[config.mk]
export PLATFORM = sky130hd
export DESIGN_NAME = y86_instr_encoder
export DESIGN_NICKNAME = d
export VERILOG_FILES = /design/src/rtl/y86_instr_encoder_pkg.sv /design/src/rtl/y86_instr_len.sv /design/src/rtl/y86_instr_encoder.sv
export SDC_FILE = /design/constraint.sdc
export NUM_CORES = 1
export LEC_CHECK = 0
export CAP_MARGIN = 10
export CORE_MARGIN = 5
export CORE_UTILIZATION = 55
export DETAILED_ROUTE_END_ITERATION = 8
export PLACE_DENSITY = 0.83
export SYNTH_ARGS = -nofsm -noshare
export SYNTH_HDL_FRONTEND = slang
export SYNTH_SLANG_ARGS = --single-unit
[constraint.sdc]
create_clock -name clk -period 8.7 [get_ports clk]
set_clock_uncertainty 0.2 [all_clocks]
set_input_delay 1.74 -clock clk [delete_from_list [all_inputs] [get_ports clk]]
set_output_delay 1.74 -clock clk [all_outputs]
set_load 0.01 [all_outputs]
[src/rtl/y86_instr_encoder_pkg.sv]
// Shared definitions for the Y86-64 instruction encoder and fetch path.
//   - icode constants HALT..POPQ, RNONE register id
//   - FSM state type
//   - len_info_t: decoded length / format information for one icode
package y86_instr_encoder_pkg;

  localparam logic [3:0] I_HALT   = 4'h0;
  localparam logic [3:0] I_NOP    = 4'h1;
  localparam logic [3:0] I_RRMOVQ = 4'h2;
  localparam logic [3:0] I_IRMOVQ = 4'h3;
  localparam logic [3:0] I_RMMOVQ = 4'h4;
  localparam logic [3:0] I_MRMOVQ = 4'h5;
  localparam logic [3:0] I_OPQ    = 4'h6;
  localparam logic [3:0] I_JXX    = 4'h7;
  localparam logic [3:0] I_CALL   = 4'h8;
  localparam logic [3:0] I_RET    = 4'h9;
  localparam logic [3:0] I_PUSHQ  = 4'hA;
  localparam logic [3:0] I_POPQ   = 4'hB;

  localparam logic [3:0] RNONE    = 4'hF;

  typedef enum logic {S_IDLE, S_EMIT} state_t;

  typedef struct packed {
    logic [3:0] len;          // total bytes, 1..10
    logic       has_regbyte;  // byte 1 is {rA,rB}
    logic       has_valc;     // 8-byte little-endian constant follows
    logic       valid;        // icode is a defined instruction
  } len_info_t;

endpackage

[src/rtl/y86_instr_len.sv]
// Combinational icode -> instruction format decoder. Shared with Fetch.
//   icode : instruction code
//   info  : {len, has_regbyte, has_valc, valid}; all zero for undefined icodes
module y86_instr_len
  import y86_instr_encoder_pkg::*;
(
  input  logic [3:0] icode,
  output len_info_t  info
);

  always_comb begin
    info = '0;
    case (icode)
      I_HALT, I_NOP, I_RET:
        info = '{len: 4'd1,  has_regbyte: 1'b0, has_valc: 1'b0, valid: 1'b1};
      I_RRMOVQ, I_OPQ, I_PUSHQ, I_POPQ:
        info = '{len: 4'd2,  has_regbyte: 1'b1, has_valc: 1'b0, valid: 1'b1};
      I_JXX, I_CALL:
        info = '{len: 4'd9,  has_regbyte: 1'b0, has_valc: 1'b1, valid: 1'b1};
      I_IRMOVQ, I_RMMOVQ, I_MRMOVQ:
        info = '{len: 4'd10, has_regbyte: 1'b1, has_valc: 1'b1, valid: 1'b1};
      default: info = '0;
    endcase
  end

endmodule

[src/rtl/y86_instr_encoder.sv]
// Y86-64 instruction encoder: accepts one instruction's fields, then streams
// its encoding to instruction memory one byte per cycle at next_pc, next_pc+1..
//   clk, reset          : clock, synchronous active-high reset
//   addr_load/load_addr : reposition the write pointer (IDLE only)
//   in_valid/in_ready   : instruction handshake; fields icode/ifun/rA/rB/valC
//   mem_we/addr/wdata   : byte write port (addr/data zero when not writing)
//   err_pulse/err_sticky: undefined-icode flags
//   next_pc             : current write pointer
//   instr_count         : instructions fully emitted (wraps mod 2^32)
module y86_instr_encoder
  import y86_instr_encoder_pkg::*;
(
  input  logic        clk,
  input  logic        reset,
  input  logic        addr_load,
  input  logic [63:0] load_addr,
  input  logic        in_valid,
  output logic        in_ready,
  input  logic [3:0]  icode,
  input  logic [3:0]  ifun,
  input  logic [3:0]  rA,
  input  logic [3:0]  rB,
  input  logic [63:0] valC,
  output logic        mem_we,
  output logic [63:0] mem_addr,
  output logic [7:0]  mem_wdata,
  output logic        err_pulse,
  output logic        err_sticky,
  output logic [63:0] next_pc,
  output logic [31:0] instr_count
);

  state_t      state;
  len_info_t   info;
  logic [3:0]  cnt;       // bytes already placed on the write port
  logic [3:0]  len_q;
  logic        has_reg_q;
  logic [7:0]  regb_q;
  logic [63:0] valc_q;

  logic        accept;
  logic [63:0] base;
  logic [7:0]  regb_in;
  logic [7:0]  cur_byte;
  logic [2:0]  vidx;

  y86_instr_len u_len (.icode(icode), .info(info));

  assign in_ready = (state == S_IDLE);
  assign accept   = in_valid && in_ready;
  // A simultaneous load wins, so the instruction lands at load_addr.
  assign base     = addr_load ? load_addr : next_pc;
  assign regb_in  = {(icode == I_IRMOVQ) ? RNONE : rA,
                     (icode == I_PUSHQ || icode == I_POPQ) ? RNONE : rB};

  // Byte index cnt of the latched instruction (cnt >= 1 while in EMIT;
  // byte 0 is driven straight from the inputs at accept).
  always_comb begin
    vidx = has_reg_q ? 3'(cnt - 4'd2) : 3'(cnt - 4'd1);
    if (has_reg_q && cnt == 4'd1) cur_byte = regb_q;
    else                          cur_byte = valc_q[8*vidx +: 8];
  end

  always_ff @(posedge clk) begin
    if (reset) begin
      state       <= S_IDLE;
      cnt         <= '0;
      len_q       <= '0;
      has_reg_q   <= 1'b0;
      regb_q      <= '0;
      valc_q      <= '0;
      mem_we      <= 1'b0;
      mem_addr    <= '0;
      mem_wdata   <= '0;
      err_pulse   <= 1'b0;
      err_sticky  <= 1'b0;
      next_pc     <= '0;
      instr_count <= '0;
    end else begin
      err_pulse <= 1'b0;
      case (state)
        S_IDLE: begin
          if (addr_load) begin
            next_pc    <= load_addr;
            err_sticky <= 1'b0;
          end
          if (accept) begin
            if (info.valid) begin
              len_q     <= info.len;
              has_reg_q <= info.has_regbyte;
              regb_q    <= regb_in;
              valc_q    <= valC;
              mem_we    <= 1'b1;
              mem_addr  <= base;
              mem_wdata <= {icode, ifun};
              cnt       <= 4'd1;
              state     <= S_EMIT;
            end else begin
              err_pulse  <= 1'b1;
              err_sticky <= 1'b1;
            end
          end
        end
        S_EMIT: begin
          if (cnt == len_q) begin
            // Last byte is on the port this cycle: commit and release.
            mem_we      <= 1'b0;
            mem_addr    <= '0;
            mem_wdata   <= '0;
            next_pc     <= next_pc + 64'(len_q);
            instr_count <= instr_count + 32'd1;
            cnt         <= '0;
            state       <= S_IDLE;
          end else begin
            mem_we    <= 1'b1;
            mem_addr  <= next_pc + 64'(cnt);
            mem_wdata <= cur_byte;
            cnt       <= cnt + 4'd1;
          end
        end
        default: state <= S_IDLE;
      endcase
    end
  end

endmodule
==> impl_metrics.toml <==
[sta]
final.setup.tns_ns = 0
maxSlewHeadroom_pct = 21.64
worst_pin_slew_ns = 1.171
period_needed_ns = 4.352
rsz0062_at_grt = "false"
maxSlewViolCount = 0
setup_violations = 0
fmax_mhz = 229.8
finalHoldViolations = 0
fin_crit_sh_pct = 50.03

[synth]
async_reset_ff_share_pct = 0
ys_ff_latch = 251
syn_area_per_cell_um2 = 7.769
synthMuxAreaShare_pct = 8.163
yosys.area.top_type = "dfxtp_1"
synth_edf_count = 0
synth_cells = 1823
synth_compound_area_share_pct = 18.12
syn_nets = 1985
synth_top_area_share_pct = 35.48
synth_ff_type = "dfxtp_1"
ys_top_cells_by_area = "dfxtp_1, nand2_1, a21oi_1"
yosysSeqAreaShare_pct = 35.48
synth_fa_ha_area_share_pct = 1.343
syn-cell-area_um2 = 14160
synth_xor_area_share_pct = 6.802
yosys.area_share.simple_pct = 25.19
synth_top_family_by_area = "simple AND/OR/NAND/NOR gates"
yosys_warnings = 0
synthDistinctLibCells = 68

[power_and_ir_drop]
leakagePower_nw = 6.492
cell_internal_pwr_w = 0.002292
p_total_w = 0.003253
share_clk_of_total_power_pct = 37.1
p_switching_w = 0.0009606
pwr-share-seq_pct = 41.6
ir_worst_vdd_mv = 0.1700
comb_power_share_pct = 21.2
swShare_pct = 29.53
power.density_nw_per_um2 = 177.8

[clock_network]
max-clock-path-buffers = 3
cts_resized = 0
post_cts_buffers = 0
htreeDepth = 1
cts_buffers = 27
cts_tree = "done"
cts_root_buffer = "clkbuf_16"
cts_sinks = 251
cts-hold-fix-buffers = 0
path_clk_slew_ns = 0.06
clkLatencyLatePin_ns = 0.55

[route]
drt_pass1_iterations = 6
wl_per_cell_um = 21.10
drc = 0
postRouteAntennaNets = 0
vias_per_cell = 6.243
postRouteWirelength_mm = 50.34
drt_iter0_drc = 1458
detailroute.via_count = 14896

[min_path]
min_from = "valc_q[23]$_SDFFE_PP0P_"
hold_class = "reg -> reg"

[run]
maxCapViolations = 0

[critical_path]
critPathLaunchType = "primary input"
critical_path.slowest_cell = "buf_4"
critPathRequiredTime_ns = 8.94
cp-end-kind = "register"
critical_path_buf_inv_count = 3
path_max_fanout = 76
path_common_cell = "buf_4"
reg2reg_from = "cnt[0]$_SDFFE_PP0P_"
critPathMaxStageDelay_ns = 0.57
cp_top_family = "buffers and inverters"
path_class = "in -> reg"
crit_start = "icode[2]"
crit_arrival_ns = 4.59
cp_cell_sequence = "clkdlybuf4s50_1 -> a21boi_4 -> buf_4 -> and2_2 -> buf_4 -> o21ai_0 -> o221a_2"

[run_status]
outcome = "finished, final reports clean"

[grt]
grt_max_degree = 110
antenna_found_initial = 1
grt_pass1_wl_mm = 78.49
first_global_vias = 14518
grt_usage_pct = 33.31
gr-total-overflow = 0

[finish]
nets = 2199
num-fill-cells = 1970
final_area_um2 = 18290
diodes = 0
syn_to_final_growth_pct = 29.16
stdcell_count = 2386
drive_above_1_share_pct = 6.274

[floorplanning]
die_area_um2 = 29060
die_w_um = 170.5
coreArea_um2 = 25250
rows = 58
die_h_um = 170.5
initial_core_util_pct = 56.08
io_pins = 320

[placement]
place_area_um2 = 17350
gp_congestion = 0.9848
hpwl_mm = 36.12
dp_cells = 2338
port-buffer-count = 319
==> state kept, by name (all words and copies together) (netlist names) <==
| signal | count |
|---|---|
| mem_we | 1 |
| regb_q | 8 |
| instr_count | 32 |
| next_pc | 64 |
| valc_q | 64 |
| mem_addr | 64 |
| mem_wdata | 8 |
| err_pulse | 1 |
| cnt | 4 |
| state | 1 |
| err_sticky | 1 |
| len_q | 3 |
==> placed cells by master, fill, tap and decap left out, types with 19 or more instances in the layout <==
| cell | synthesis | final |
|---|---|---|
| clkdlybuf4s50_1 | 0 | 317 |
| nand2_1 | 277 | 276 |
| dfxtp_1 | 251 | 250 |
| a21oi_1 | 176 | 176 |
| nor2_1 | 157 | 156 |
| o21ai_0 | 79 | 79 |
| mux2i_1 | 75 | 74 |
| nor3_1 | 71 | 71 |
| nand3_1 | 65 | 65 |
| nand4_1 | 55 | 55 |
| xnor2_1 | 56 | 55 |
| xor2_1 | 54 | 54 |
| clkbuf_16 | 0 | 28 |
| a211oi_1 | 23 | 23 |
| a21boi_0 | 22 | 22 |
| and3_1 | 22 | 22 |
| o22ai_1 | 22 | 22 |
| buf_4 | 0 | 22 |
| inv_1 | 21 | 21 |
| nor4_1 | 21 | 20 |
| o211ai_1 | 19 | 19 |
==> logic make-up after synthesis <==
logic type | count (synthesis)
simple gates | 754
compound gates | 422
flops | 251
buf+inv | 177
xor+xnor | 110
mux | 95
fa+ha+maj | 14
==> synthesized netlist by cell type (all sizes together), types with 7 or more instances <==
library cell,n
nand2,277
dfxtp,251
a21oi,176
nor2,157
clkbuf,132
o21ai,81
mux2i,75
nor3,74
nand3,65
xnor2,56
nand4,55
xor2,54
a21boi,25
nor4,24
a211oi,23
buf,23
and3,22
o22ai,22
inv,21
o211ai,19
a31oi,17
mux4,16
or3,16
and2,15
or4,14
ha,12
o221a,10
a311oi,9
o21a,8
and4,7
==> worst min-delay path: stages (launching register included) <==
cell and delay [ns]:
dfxtp_1 0.31, nand2_1 0.05, a21oi_1 0.05
==> power by group through the flow <==
stage	logic [W]	clock network, W	registers, W
global route	0.000748	0.00127	0.00137
floorplan	0.000401	0	0.00134
CTS	0.000689	0.00121	0.00135
finish	0.000691	0.00121	0.00135
global placement	0.000672	0	0.00137
detailed placement	0.000684	0	0.00137
==> worst paths after layout <==
| kind | end | slack, ns | cells past startpoint |
|---|---|---|---|
| max | regb_q[5]$_SDFFE_PP0P_ | 4.35 | 7 |
| min | valc_q[23]$_SDFFE_PP0P_ | 0.25 | 2 |
| max reg2reg | mem_addr[54]$_SDFFE_PP0P_ | 4.82 | 9 |
| min reg2reg | valc_q[23]$_SDFFE_PP0P_ | 0.25 | 2 |
==> layer usage <==
layer	GRT usage [%]	share of wire [%]	up-vias
met3	6.992	9.8	151
li1	-	-	6931
met1	41.59	38	7020
met5	0	0.014	-
met4	14.79	4.8	2
met2	55.61	47	792
==> layout make-up <==
cell class                      instances  area (um2)  area share [%]
Clock buffer                           38       828.3           4.528
Clock inverter                         10       112.6          0.6156
Inverter                               22       82.58          0.4514
Multi-Input combinational cell       1395        8479           46.35
Sequential cell                       251        5029           27.49
Tap cell                              330       412.9           2.257
Timing Repair Buffer                  340        3349           18.31
==> metrics by stage <==
stage	setup slack [ns]	hold slack (ns)	utilization, %
2_1_floorplan	4.903	0.2331	-
3_3_place_gp	3.893	0.2391	68.71
3_5_place_dp	3.801	0.2453	68.71
4_1_cts	4.365	0.2536	72.44
5_1_grt	4.093	0.2727	72.44
6_report	4.348	0.2536	72.44
Note: power is estimated with default switching activity, not from simulation.
